--- src/rtl/i2c_pkg.sv ---
// Shared types and defaults for the I2C/host register RAM arbiter.
package i2c_pkg;

    localparam int AW_DEF   = 5;
    localparam int DW_DEF   = 8;
    localparam int STREAK_W = 4;

    typedef enum logic [1:0] {
        ST_IDLE     = 2'd0,
        ST_ACC_I2C  = 2'd1,
        ST_ACC_HOST = 2'd2,
        ST_RET      = 2'd3
    } state_e;

endpackage

--- src/rtl/i2c_req_latch.sv ---
// One-entry buffer for fire-and-forget I2C access pulses.
// Sticky overflow flags any pulse that cannot be held.
module i2c_req_latch
    import i2c_pkg::*;
#(
    parameter int AW = AW_DEF,
    parameter int DW = DW_DEF
) (
    input  logic          clk,
    input  logic          reset,
    input  logic          we_i,
    input  logic          re_i,
    input  logic [AW-1:0] addr_i,
    input  logic [DW-1:0] wdata_i,
    input  logic          clr_i,
    output logic          pend_o,
    output logic          ent_we_o,
    output logic [AW-1:0] ent_addr_o,
    output logic [DW-1:0] ent_wdata_o,
    output logic          ovf_o
);

    logic          pend_q, pend_d;
    logic          we_q, we_d;
    logic [AW-1:0] addr_q, addr_d;
    logic [DW-1:0] wdata_q, wdata_d;
    logic          ovf_q, ovf_d;
    logic          full;

    // An entry being handed to the FSM this cycle frees the slot.
    assign full = pend_q & ~clr_i;

    always_comb begin
        pend_d  = full;
        we_d    = we_q;
        addr_d  = addr_q;
        wdata_d = wdata_q;
        ovf_d   = ovf_q;
        if (we_i | re_i) begin
            if (full) begin
                ovf_d = 1'b1;
            end else begin
                pend_d  = 1'b1;
                we_d    = we_i;
                addr_d  = addr_i;
                wdata_d = wdata_i;
            end
            if (we_i & re_i) begin
                ovf_d = 1'b1;
            end
        end
    end

    always_ff @(posedge clk or negedge reset) begin
        if (!reset) begin
            pend_q  <= 1'b0;
            we_q    <= 1'b0;
            addr_q  <= '0;
            wdata_q <= '0;
            ovf_q   <= 1'b0;
        end else begin
            pend_q  <= pend_d;
            we_q    <= we_d;
            addr_q  <= addr_d;
            wdata_q <= wdata_d;
            ovf_q   <= ovf_d;
        end
    end

    assign pend_o      = pend_q;
    assign ent_we_o    = we_q;
    assign ent_addr_o  = addr_q;
    assign ent_wdata_o = wdata_q;
    assign ovf_o       = ovf_q;

endmodule

--- src/rtl/i2c_reg_arbiter.sv ---
// Arbitrates a synchronous-read register RAM between the I2C slave
// port (buffered, priority) and a host req/gnt port (streak-limited).
module i2c_reg_arbiter
    import i2c_pkg::*;
#(
    parameter int AW           = AW_DEF,
    parameter int DW           = DW_DEF,
    parameter int STARVE_LIMIT = 4
) (
    input  logic          clk,
    input  logic          reset,
    input  logic [AW-1:0] i2c_addr,
    input  logic [DW-1:0] i2c_wdata,
    input  logic          i2c_we,
    input  logic          i2c_re,
    output logic [DW-1:0] i2c_rdata,
    output logic          i2c_rvalid,
    output logic          i2c_ovf,
    input  logic          host_req,
    input  logic          host_we,
    input  logic [AW-1:0] host_addr,
    input  logic [DW-1:0] host_wdata,
    output logic          host_gnt,
    output logic [DW-1:0] host_rdata,
    output logic          host_rvalid,
    output logic          ram_en,
    output logic          ram_we,
    output logic [AW-1:0] ram_addr,
    output logic [DW-1:0] ram_wdata,
    input  logic [DW-1:0] ram_rdata
);

    state_e                state_q, state_d;
    logic [STREAK_W-1:0]   streak_q, streak_d;
    logic                  own_host_q, own_host_d;
    logic                  rd_q, rd_d;
    logic                  en_q, en_d;
    logic                  we_q, we_d;
    logic [AW-1:0]         addr_q, addr_d;
    logic [DW-1:0]         wdata_q, wdata_d;
    logic [DW-1:0]         i2c_rdata_q, i2c_rdata_d;
    logic                  i2c_rv_q, i2c_rv_d;
    logic [DW-1:0]         host_rdata_q, host_rdata_d;
    logic                  host_rv_q, host_rv_d;

    logic                  pend, ent_we, clr;
    logic [AW-1:0]         ent_addr;
    logic [DW-1:0]         ent_wdata;
    logic                  starve;

    i2c_req_latch #(.AW(AW), .DW(DW)) u_latch (
        .clk         (clk),
        .reset       (reset),
        .we_i        (i2c_we),
        .re_i        (i2c_re),
        .addr_i      (i2c_addr),
        .wdata_i     (i2c_wdata),
        .clr_i       (clr),
        .pend_o      (pend),
        .ent_we_o    (ent_we),
        .ent_addr_o  (ent_addr),
        .ent_wdata_o (ent_wdata),
        .ovf_o       (i2c_ovf)
    );

    assign starve = host_req &&
                    (streak_q == STREAK_W'(STARVE_LIMIT));

    always_comb begin
        state_d      = state_q;
        streak_d     = streak_q;
        own_host_d   = own_host_q;
        rd_d         = rd_q;
        en_d         = 1'b0;
        we_d         = 1'b0;
        addr_d       = addr_q;
        wdata_d      = wdata_q;
        i2c_rdata_d  = i2c_rdata_q;
        i2c_rv_d     = 1'b0;
        host_rdata_d = host_rdata_q;
        host_rv_d    = 1'b0;
        clr          = 1'b0;
        unique case (state_q)
            ST_IDLE: begin
                if (pend && !starve) begin
                    state_d    = ST_ACC_I2C;
                    en_d       = 1'b1;
                    we_d       = ent_we;
                    addr_d     = ent_addr;
                    wdata_d    = ent_wdata;
                    clr        = 1'b1;
                    own_host_d = 1'b0;
                    rd_d       = ~ent_we;
                    streak_d   = host_req ? streak_q + 1'b1 : '0;
                end else if (host_req) begin
                    state_d    = ST_ACC_HOST;
                    en_d       = 1'b1;
                    we_d       = host_we;
                    addr_d     = host_addr;
                    wdata_d    = host_wdata;
                    own_host_d = 1'b1;
                    rd_d       = ~host_we;
                    streak_d   = '0;
                end
            end
            ST_ACC_I2C, ST_ACC_HOST: begin
                state_d = ST_RET;
            end
            ST_RET: begin
                state_d = ST_IDLE;
                if (rd_q && own_host_q) begin
                    host_rdata_d = ram_rdata;
                    host_rv_d    = 1'b1;
                end else if (rd_q) begin
                    i2c_rdata_d = ram_rdata;
                    i2c_rv_d    = 1'b1;
                end
            end
            default: state_d = ST_IDLE;
        endcase
    end

    always_ff @(posedge clk or negedge reset) begin
        if (!reset) begin
            state_q      <= ST_IDLE;
            streak_q     <= '0;
            own_host_q   <= 1'b0;
            rd_q         <= 1'b0;
            en_q         <= 1'b0;
            we_q         <= 1'b0;
            addr_q       <= '0;
            wdata_q      <= '0;
            i2c_rdata_q  <= '0;
            i2c_rv_q     <= 1'b0;
            host_rdata_q <= '0;
            host_rv_q    <= 1'b0;
        end else begin
            state_q      <= state_d;
            streak_q     <= streak_d;
            own_host_q   <= own_host_d;
            rd_q         <= rd_d;
            en_q         <= en_d;
            we_q         <= we_d;
            addr_q       <= addr_d;
            wdata_q      <= wdata_d;
            i2c_rdata_q  <= i2c_rdata_d;
            i2c_rv_q     <= i2c_rv_d;
            host_rdata_q <= host_rdata_d;
            host_rv_q    <= host_rv_d;
        end
    end

    assign host_gnt    = (state_q == ST_ACC_HOST);
    assign ram_en      = en_q;
    assign ram_we      = we_q;
    assign ram_addr    = addr_q;
    assign ram_wdata   = wdata_q;
    assign i2c_rdata   = i2c_rdata_q;
    assign i2c_rvalid  = i2c_rv_q;
    assign host_rdata  = host_rdata_q;
    assign host_rvalid = host_rv_q;

endmodule

--- config.mk ---
export PLATFORM = sky130hd
export DESIGN_NAME = i2c_reg_arbiter
export DESIGN_NICKNAME = d
export VERILOG_FILES = /design/src/rtl/i2c_pkg.sv /design/src/rtl/i2c_req_latch.sv /design/src/rtl/i2c_reg_arbiter.sv
export SDC_FILE = /design/constraint.sdc
export NUM_CORES = 1
export LEC_CHECK = 0
export BUFFER_PORTS_ARGS = -buffer_cell sky130_fd_sc_hd__buf_2
export CORE_ASPECT_RATIO = 2
export CORE_MARGIN = 2
export CORE_UTILIZATION = 55
export CTS_CLUSTER_SIZE = 28
export DETAILED_ROUTE_END_ITERATION = 8
export GPL_ROUTABILITY_DRIVEN = 0
export PLACE_DENSITY = 0.93
export SLEW_MARGIN = 20
export SYNTH_ARGS = -nofsm -noshare
export SYNTH_HDL_FRONTEND = slang
export SYNTH_HIERARCHICAL = 1
export SYNTH_SLANG_ARGS = --single-unit
--- constraint.sdc ---
create_clock -name clk -period 2.78 [get_ports clk]
set_input_delay 0.278 -clock clk [delete_from_list [all_inputs] [get_ports clk]]
set_output_delay 0.278 -clock clk [all_outputs]
set_load 0.005 [all_outputs]
==> results.toml, run 1 <==
[outcome]
status = "complete, no violations"

[grt]
grtUsageMet3_pct = 5.26
grt-ovfl-total = 0
grt_max_degree = 41
grt_use_total_pct = 21.8
grt_pass1_vias = 1824
grt_util_met1_pct = 24.0
antenna_found_initial = 0
use_met2_pct = 37.4
grt_pass1_wl_um = 8440
top_usage_layer = "met2"

[critical_path]
required_ps = 2980
crit_path_cell_trace = "inv_1, ha_1, nand4b_4, and3_1, nor2b_4, nor2_4, mux2_2"
cpPeakStageDelay_ps = 410
cp-start-kind = "flop"
r2r_start = "streak_q[0]$_DFFE_PN0P_"
cp-startpoint = "streak_q[0]$_DFFE_PN0P_"
slowest_stage = "nor2_4"
crit_type = "flop to flop"
endpoint_kind = "flop"
cp_top_family = "simple AND/OR/NAND/NOR gates"
crit_buf_inv = 1
worstPathArrival_ps = 2350
critical_path.max_fanout = 19

[power_and_ir_drop]
p_leak_nw = 1.60
powerDensity_nw_per_um2 = 1160
ir_worst_vdd_uv = 707

[synth]
synth_cell_types = 39
synth_cells = 204
syn_avg_cell_area_sq_um = 12.9
syn-num-nets = 250
synth_top_area_share_pct = 54.1
synth_ff_type = "dfrtp_1"
synth_warnings = 6
mappedNetlistArea_sq_um = 2640
ys_top_cells_by_area = "dfrtp_1 (54%), mux2_2 (8.5%), mux2_4 (5.7%)"
ys_seq_area_share_pct = 54.1
synthTopCellsByCount = "dfrtp_1 (57), nand2_1 (29), mux2_2 (20)"
synth_edf_count = 0
ys_ff_latch = 57
synth_area_leader_cell = "dfrtp_1"
ys_async_sr_fraction_pct = 100
synth_most_common_cell = "dfrtp_1"

[clock_tree]
cts_buffers = 9
clock-sinks = 57
clock_path_buffers = 2
root_buffer = "clkbuf_8"
cts_setup_buffers = 0
clk_latency_ps = 320
htreeDepth = 3
cts_tree = "built"
clkSlewWorstSetupHoldPaths_ps = 60
cts_resized = 0
postCtsHoldBufs = 0

[floorplanning]
die_area_sq_um = 5400
pin_count = 75
fp.dieH_um = 102
num_rows = 35
start_util_pct = 57.3
die_w_um = 53.0
core-area_sq_um = 4600

[layout]
layout-area-overhead-vs-synth_pct = 20.9
nets = 328
drive_above_1_share_pct = 48.8
n_antenna_cell = 0

[routing]
routedWlPerCell_um = 15.5
routed_wl_um = 5310
first_pass_iters = 4
vias_per_cell = 5.52
drc = 0
final_antenna_net_count = 0
vias = 1888
drt_iter0_markers = 25

[timing]
worst_slack_ps = 635
finalCriticalPeriod_ps = 2140
hold_viol = 0
maxClockFrequency_ghz = 0.466
tightest_slew_ps = 862
rsz0062_at_grt = "no"
setup_viol = 0
fin_crit_sh_pct = 77.2
slew_violations = 0
skew_ps = 7.17
max_slew_margin_pct = 42.5
setup_tns_ps = 0

[flow_run]
cap_violations = 0

[placement]
place_hpwl_um = 3940
pre_cts_ws_ps = 632
io_buffers = 74

[min_path]
hold_class = "primary input to asynchronous set/reset pin"
[per-layer routing]
layer / routed length, um / vias up / part of all wire, %
li1: - / 885 / -
met1: 1900 / 934 / 36
met2: 3040 / 61 / 57
met3: 285 / 8 / 5.4
met4: 84 / 0 / 1.6
met5: 0 / - / 0
[sequential cells by signal, summed over array words and instances, names as in the netlist, 2 cells and up]
name                 flops
state_q                  2
streak_q                 4
u_latch/ent_addr_o       5
ram_addr                 5
i2c_rdata                8
u_latch/ent_wdata_o      8
ram_wdata                8
host_rdata               8
[area by class of cell]
cell class / count / area, sq um
repair buffers: 77 / 393
inverters: 9 / 33.8
fillers: 356 / 1410
clock buffers: 13 / 159
multi-input cells: 128 / 1090
flip-flops and latches: 57 / 1430
clock inverters: 3 / 15.0
well taps: 55 / 68.8
[cell usage in the layout (no fill, tap or decap), types with 2 or more instances in the layout]
cell,n
a21oi_1,4
a22o_1,3
and3_1,3
buf_2,74
buf_4,3
clkbuf_1,2
clkbuf_8,11
clkinv_2,3
dfrtp_1,57
ha_1,6
inv_1,8
mux2_2,20
mux2_4,10
nand2_1,29
nand3_1,2
nand4_1,14
nor2_1,2
nor2_4,2
o211ai_1,3
o211ai_2,11
o21ai_0,2
[path summary, 6_finish.rpt]
check,slack [ps],endpoint,cells after the start
worst max register to register,640,u_latch/ent_wdata_o[4]$_DFFE_PN0P_,7
worst min-delay path,70,u_latch/ent_we_o$_DFFE_PN0P_,1
min in group clk,180,u_latch/ent_wdata_o[1]$_DFFE_PN0P_,2
worst min register to register,480,u_latch/ovf_o$_DFFE_PN0P_,1
max in group asynchronous,1920,ram_addr[0]$_DFFE_PN0P_,2
worst max-delay path,640,u_latch/ent_wdata_o[4]$_DFFE_PN0P_,7
[worst register-to-register path, cell delays in order (launching register included)]
cell      delay [ps]
dfrtp_1          360
inv_1             70
ha_1             230
nand4b_4         220
and3_1           280
nor2b_4           70
nor2_4           410
mux2_2           400
[per-stage QoR]
stage | cells | utilization [%] | cell area (sq um) | hold slack, ps | power, mW
after global placement | 326 | 65.5 | 3010 | 423 | 2.98
after CTS | 342 | 69.3 | 3190 | 95.5 | 3.75
after global routing | 342 | 69.3 | 3190 | 136 | 3.98
final | 342 | 69.3 | 3190 | 66.6 | 3.71
after floorplan | 204 | - | 2640 | -17.6 | 2.62
after detailed placement | 326 | 65.5 | 3010 | 447 | 3.07
[power by group]
group	leakage, nW	internal (mW)	switching [mW]	total, mW
logic	0.823	0.813	0.768	1.58
registers	0.681	1.24	0.228	1.46
clock network	0.0932	0.368	0.296	0.664
[kinds of logic after synthesis]
family | Yosys count | synth area share (%)
buffers and inverters | 19 | 4.51
adder cells (fa/ha/maj) | 6 | 2.85
multiplexers | 31 | 14.6
AO/OA/AOI/OAI | 30 | 10.7
flip-flops | 57 | 54.1
AND/OR/NAND/NOR | 61 | 13.2
Power figures use the tool's default switching activity.
==> run 2: changes to the inputs <==
Settings changed: CORE_UTILIZATION 55 to 47, PLACE_DENSITY 0.93 to 0.85.
Clock period 2.78 ns to 1.8 ns, I/O delays scaled along.
==> run 2 against run 1 <==
Net effect: sequential cell count is the same; worst setup slack lost 550 ps; maximum frequency grew 25%; highest routed layer unchanged; clock-buffer cell count grew 1; largest cell class unchanged; critical path depth grew 1.
==> results.toml, run 2 (synthesis results as in run 1) <==
[critical_path]
rrSetupSlack_ps = 80
crit_path_cell_trace = "inv_2, ha_4, nand4b_4, and3_4, nor2b_4, nor2_4, buf_12, mux2_4"
critical_path.max_fanout = 13
worstPathArrival_ps = 1930
r2r_start = "streak_q[1]$_DFFE_PN0P_"
r2r-end = "u_latch/ent_addr_o[0]$_DFFE_PN0P_"
cp-start-kind = "flop"
endpoint = "u_latch/ent_addr_o[0]$_DFFE_PN0P_"
endpoint_kind = "flop"
cp-startpoint = "streak_q[1]$_DFFE_PN0P_"
required_ps = 2010
slowest_stage = "dfrtp_1"
reg2reg_depth = 8
cpPeakStageDelay_ps = 420
crit_type = "flop to flop"

[timing]
hold_viol = 0
skew_ps = 5.83
tightest_slew_ps = 433
finalCriticalPeriod_ps = 1720
setup_tns_ps = 0
fin_crit_sh_pct = 95.4
maxClockFrequency_ghz = 0.583
rsz0062_at_grt = "no"
max_slew_margin_pct = 71.1
slew_violations = 0
setup_viol = 0

[routing]
routed_wl_um = 5620
final_antenna_net_count = 0
first_pass_iters = 4
drc = 0
vias = 1941
routedWlPerCell_um = 15.7
drt_iter0_markers = 44
vias_per_cell = 5.44

[layout]
n_antenna_cell = 0
regArea_sq_um = 1430
multiInputGateArea_sq_um = 1110
mostFrequentLayoutCells = "buf_2 (74), dfrtp_1 (57), nand2_1 (29)"
nets = 338
drive_above_1_share_pct = 51.9
n_fill_cell = 470
layout-area-overhead-vs-synth_pct = 26.7
finalNonFillerCells = 357
final_common_cell = "buf_2"

[grt]
grt_max_degree = 21
grt_pass1_vias = 2004
grt_util_met1_pct = 17.3
grt-ovfl-total = 0
antenna_found_initial = 0
use_met2_pct = 36.3
grt_use_total_pct = 19.1
grtUsageMet3_pct = 4.47
top_usage_layer = "met2"
grt_pass1_wl_um = 8870

[flow_run]
cap_violations = 0

[floorplanning]
fp.dieH_um = 110
pin_count = 75
start_util_pct = 48.6
num_rows = 38
die_w_um = 57.0
die_area_sq_um = 6260
core-area_sq_um = 5420

[power_and_ir_drop]
powerDensity_nw_per_um2 = 1840
p_clk_share_pct = 19.9
p_total_mw = 6.15
sequentialPowerShare_pct = 36.9
internal_power_mw = 4.07
ir_worst_vdd_uv = 1330
p_leak_nw = 1.66
pwr-share-comb_pct = 43.2
netSwitchingFraction_pct = 33.7
power_switching_mw = 2.08

[placement]
io_buffers = 74
dp_cells = 340
place_hpwl_um = 4300

[clock_tree]
clock_path_buffers = 2
clk_latency_ps = 330
root_buffer = "clkbuf_8"
htreeDepth = 3
clock-sinks = 57
cts_tree = "built"
cts_buffers = 9
cts_setup_buffers = 0
clkSlewWorstSetupHoldPaths_ps = 60

[outcome]
status = "complete, no violations"

[min_path]
hold_class = "primary input to flop"
hp-start = "i2c_wdata[6]"
run 2: changes by cell type in the layout (fill, tap and decap cells not counted), moves of 2 or more:
cell	change
buf_4	+7
clkinv_2	-2
ha_1	-2
inv_1	-2
inv_2	+2
run 2: worst min path at each step:
| stage | slack, ps | depth (start not counted) | end |
|---|---|---|---|
| global route | 70 | 2 | u_latch/ent_wdata_o[1]$_DFFE_PN0P_ |
| detailed placement | 150 | 1 | host_rdata[1]$_DFFE_PN0P_ |
| CTS | 60 | 2 | u_latch/ent_addr_o[3]$_DFFE_PN0P_ |
| finish | 80 | 2 | u_latch/ent_wdata_o[6]$_DFFE_PN0P_ |
| global placement | 140 | 1 | host_rdata[0]$_DFFE_PN0P_ |
| floorplan | -120 | 0 | host_rdata[0]$_DFFE_PN0P_ |
run 2: per-layer routing:
layer / wire length (um) / up-vias
li1: - / 905
met1: 1990 / 959
met2: 3200 / 58
met3: 189 / 19
met4: 238 / 0
met5: 0 / -
run 2: repair_timing:
action                                  in CTS  in global routing
endpoints found under the setup margin       0                 25
gates resized for setup                      0                  6
hold buffers                                 1                  0
hold endpoints to repair                    18                  0
run 2: final cells by class:
| cell class | instances | share of cell area, % |
|---|---|---|
| clock buffers | 14 | 5.17 |
| clock inverters | 2 | 1.05 |
| inverters | 9 | 1.01 |
| multi-input cells | 128 | 33.3 |
| flip-flops and latches | 57 | 42.7 |
| well taps | 60 | 2.25 |
| repair buffers | 87 | 14.6 |
run 2: worst max-delay path, delay by kind of cell (launching register included):
family	cells	cell delay [ps]
adders and majority gates	1	140
and+or+nand+nor	4	510
muxes	1	290
DFF	1	420
buffers and inverters	2	240
run 2: power by group through the flow:
stage | sequential (mW) | combinational, mW | clock, mW
after global placement | 2.24 | 2.53 | 0
after CTS | 2.27 | 2.65 | 1.26
final | 2.27 | 2.66 | 1.22
after detailed placement | 2.28 | 2.64 | 0
after global routing | 2.35 | 2.93 | 1.30
after floorplan | 2.25 | 1.80 | 0
run 2: per-stage QoR:
step | util (%) | setup WS [ps] | cell area, sq um | hold slack [ps]
floorplan | - | 36.2 | 2640 | -116
global placement | 57.3 | 73.2 | 3100 | 144
detailed placement | 57.3 | 49.9 | 3100 | 146
CTS | 61.3 | 29.5 | 3320 | 62.8
global route | 61.6 | 9.08 | 3340 | 69.1
finish | 61.6 | 83.5 | 3340 | 79.0
==> run 3: changes to the inputs <==
Settings changed: CORE_UTILIZATION 47 to 55, PLACE_DENSITY 0.85 to 0.93.
Clock period 1.8 ns to 2 ns, I/O delays scaled along.
==> run 3 against run 2 <==
Net effect: register-to-register slack improved by 30 ps; non-clock buffer count shrank 5; via count decreased by 0.26%; sequential power down 10%; clock power rose by 12%; combinational power is 13% lower; clock-buffer cell count is 2 lower; critical path type unchanged; critical endpoint is now u_latch/ent_wdata_o[3]$_DFFE_PN0P_; largest cell class unchanged; highest routed layer unchanged.
==> results.toml, run 3 (synthesis results as in run 1) <==
[critical_path]
worstPathArrival_ps = 2110
r2r-end = "u_latch/ent_wdata_o[3]$_DFFE_PN0P_"
cp-start-kind = "flop"
crit_path_cell_trace = "inv_1, ha_1, nand4b_4, and3_1, nor2b_4, nor2_4, buf_12, mux2_2"
required_ps = 2220
slowest_stage = "dfrtp_1"
rrSetupSlack_ps = 110
crit_type = "flop to flop"
r2r_start = "streak_q[0]$_DFFE_PN0P_"
critical_path.max_fanout = 13
endpoint_kind = "flop"
reg2reg_depth = 8
cp-startpoint = "streak_q[0]$_DFFE_PN0P_"
cpPeakStageDelay_ps = 380

[timing]
finalCriticalPeriod_ps = 1890
slew_violations = 0
hold_viol = 0
setup_viol = 0
rsz0062_at_grt = "no"
max_slew_margin_pct = 68.2
worst_slack_ps = 109
tightest_slew_ps = 475
maxClockFrequency_ghz = 0.529
setup_tns_ps = 0
skew_ps = 8.09
fin_crit_sh_pct = 94.6

[placement]
io_buffers = 74
place_hpwl_um = 4180
pre_cts_ws_ps = 152

[routing]
drc = 0
drt_iter0_markers = 34
routed_wl_um = 5860
vias_per_cell = 5.58
routedWlPerCell_um = 16.9
vias = 1936
first_pass_iters = 4
final_antenna_net_count = 0

[power_and_ir_drop]
p_leak_nw = 1.66
ir_worst_vdd_uv = 1290
powerDensity_nw_per_um2 = 1720

[clock_tree]
cts_buffers = 9
postCtsHoldBufs = 1
htreeDepth = 3
cts_setup_buffers = 0
clock_path_buffers = 2
root_buffer = "clkbuf_8"
cts_resized = 0
cts_tree = "built"
clkSlewWorstSetupHoldPaths_ps = 70
clock-sinks = 57
clk_latency_ps = 330

[min_path]
min_to = "u_latch/ent_addr_o[1]$_DFFE_PN0P_"
hold_class = "primary input to flop"
min_path_cells = 2
hp-start = "i2c_addr[1]"

[layout]
layout-area-overhead-vs-synth_pct = 26.2
nets = 333
mostFrequentLayoutCells = "buf_2 (74), dfrtp_1 (57), nand2_1 (29)"
n_antenna_cell = 0
n_fill_cell = 328
regArea_sq_um = 1430
multiInputGateArea_sq_um = 1090
drive_above_1_share_pct = 50.0
final_common_cell = "buf_2"

[floorplanning]
core-area_sq_um = 4600
die_area_sq_um = 5400
die_w_um = 53.0
fp.dieH_um = 102
num_rows = 35
pin_count = 75
start_util_pct = 57.3

[grt]
grt_pass1_wl_um = 9340
grt-ovfl-total = 0
grt_max_degree = 31
grt_use_total_pct = 24.3
grt_pass1_vias = 2013
antenna_found_initial = 0

[flow_run]
cap_violations = 0

[outcome]
status = "complete, no violations"
==> run 3: changes by cell type in the layout (fill, tap and decap cells not counted), moves of 2 or more <==
cell,change
ha_1,+2
bufinv_16,+2
inv_2,-2
buf_4,-4
inv_1,+2
clkbuf_1,-2
==> run 3: routing by layer <==
layer	wire, um	global-route usage [%]
met2	3370	43.0
met5	0	0
met3	242	5.70
met1	2140	26.2
met4	112	12.0
==> run 3: area by class of cell <==
class,instances,share of cell area [%]
repair buffers,82,13.4
multi-input cells,128,32.8
inverters,9,1.02
clock buffers,12,4.96
clock inverters,4,2.93
flip-flops and latches,57,42.9
well taps,55,2.07
==> run 3: report_power, final <==
group / internal (mW) / switching (mW) / total [mW]
Sequential: 1.72 / 0.323 / 2.04
Combinational: 1.19 / 1.12 / 2.32
Clock: 0.930 / 0.444 / 1.37
Total: 3.84 / 1.89 / 5.73
==> run 3: worst max-delay path by stage <==
stage                                                    end  slack, ps  depth (start not counted)
after global routing      u_latch/ent_wdata_o[3]$_DFFE_PN0P_         10                          8
final                     u_latch/ent_wdata_o[3]$_DFFE_PN0P_        110                          8
after CTS                 u_latch/ent_wdata_o[3]$_DFFE_PN0P_        120                          8
after floorplan            u_latch/ent_addr_o[0]$_DFFE_PN0P_        200                          8
after global placement    u_latch/ent_wdata_o[1]$_DFFE_PN0P_        230                          8
after detailed placement  u_latch/ent_wdata_o[3]$_DFFE_PN0P_        150                          8
==> run 3: critical path: cells and delay by family (launching register included) <==
kind          cells  cell delay (ps)
simple gates      4              560
flops             1              380
mux               1              350
fa+ha+maj         1              240
buf+inv           2              230
==> run 3: metrics by stage <==
step / instance area, sq um / power, mW / instances / hold WS [ps] / util, %
2_1_floorplan: 2640 / 3.64 / 204 / -95.6 / -
3_3_place_gp: 3060 / 4.22 / 330 / 41.1 / 66.4
3_5_place_dp: 3060 / 4.37 / 330 / 45.8 / 66.4
4_1_cts: 3330 / 5.78 / 347 / 81.1 / 72.4
5_1_grt: 3330 / 6.10 / 347 / 84.3 / 72.4
6_report: 3330 / 5.73 / 347 / 95.5 / 72.4
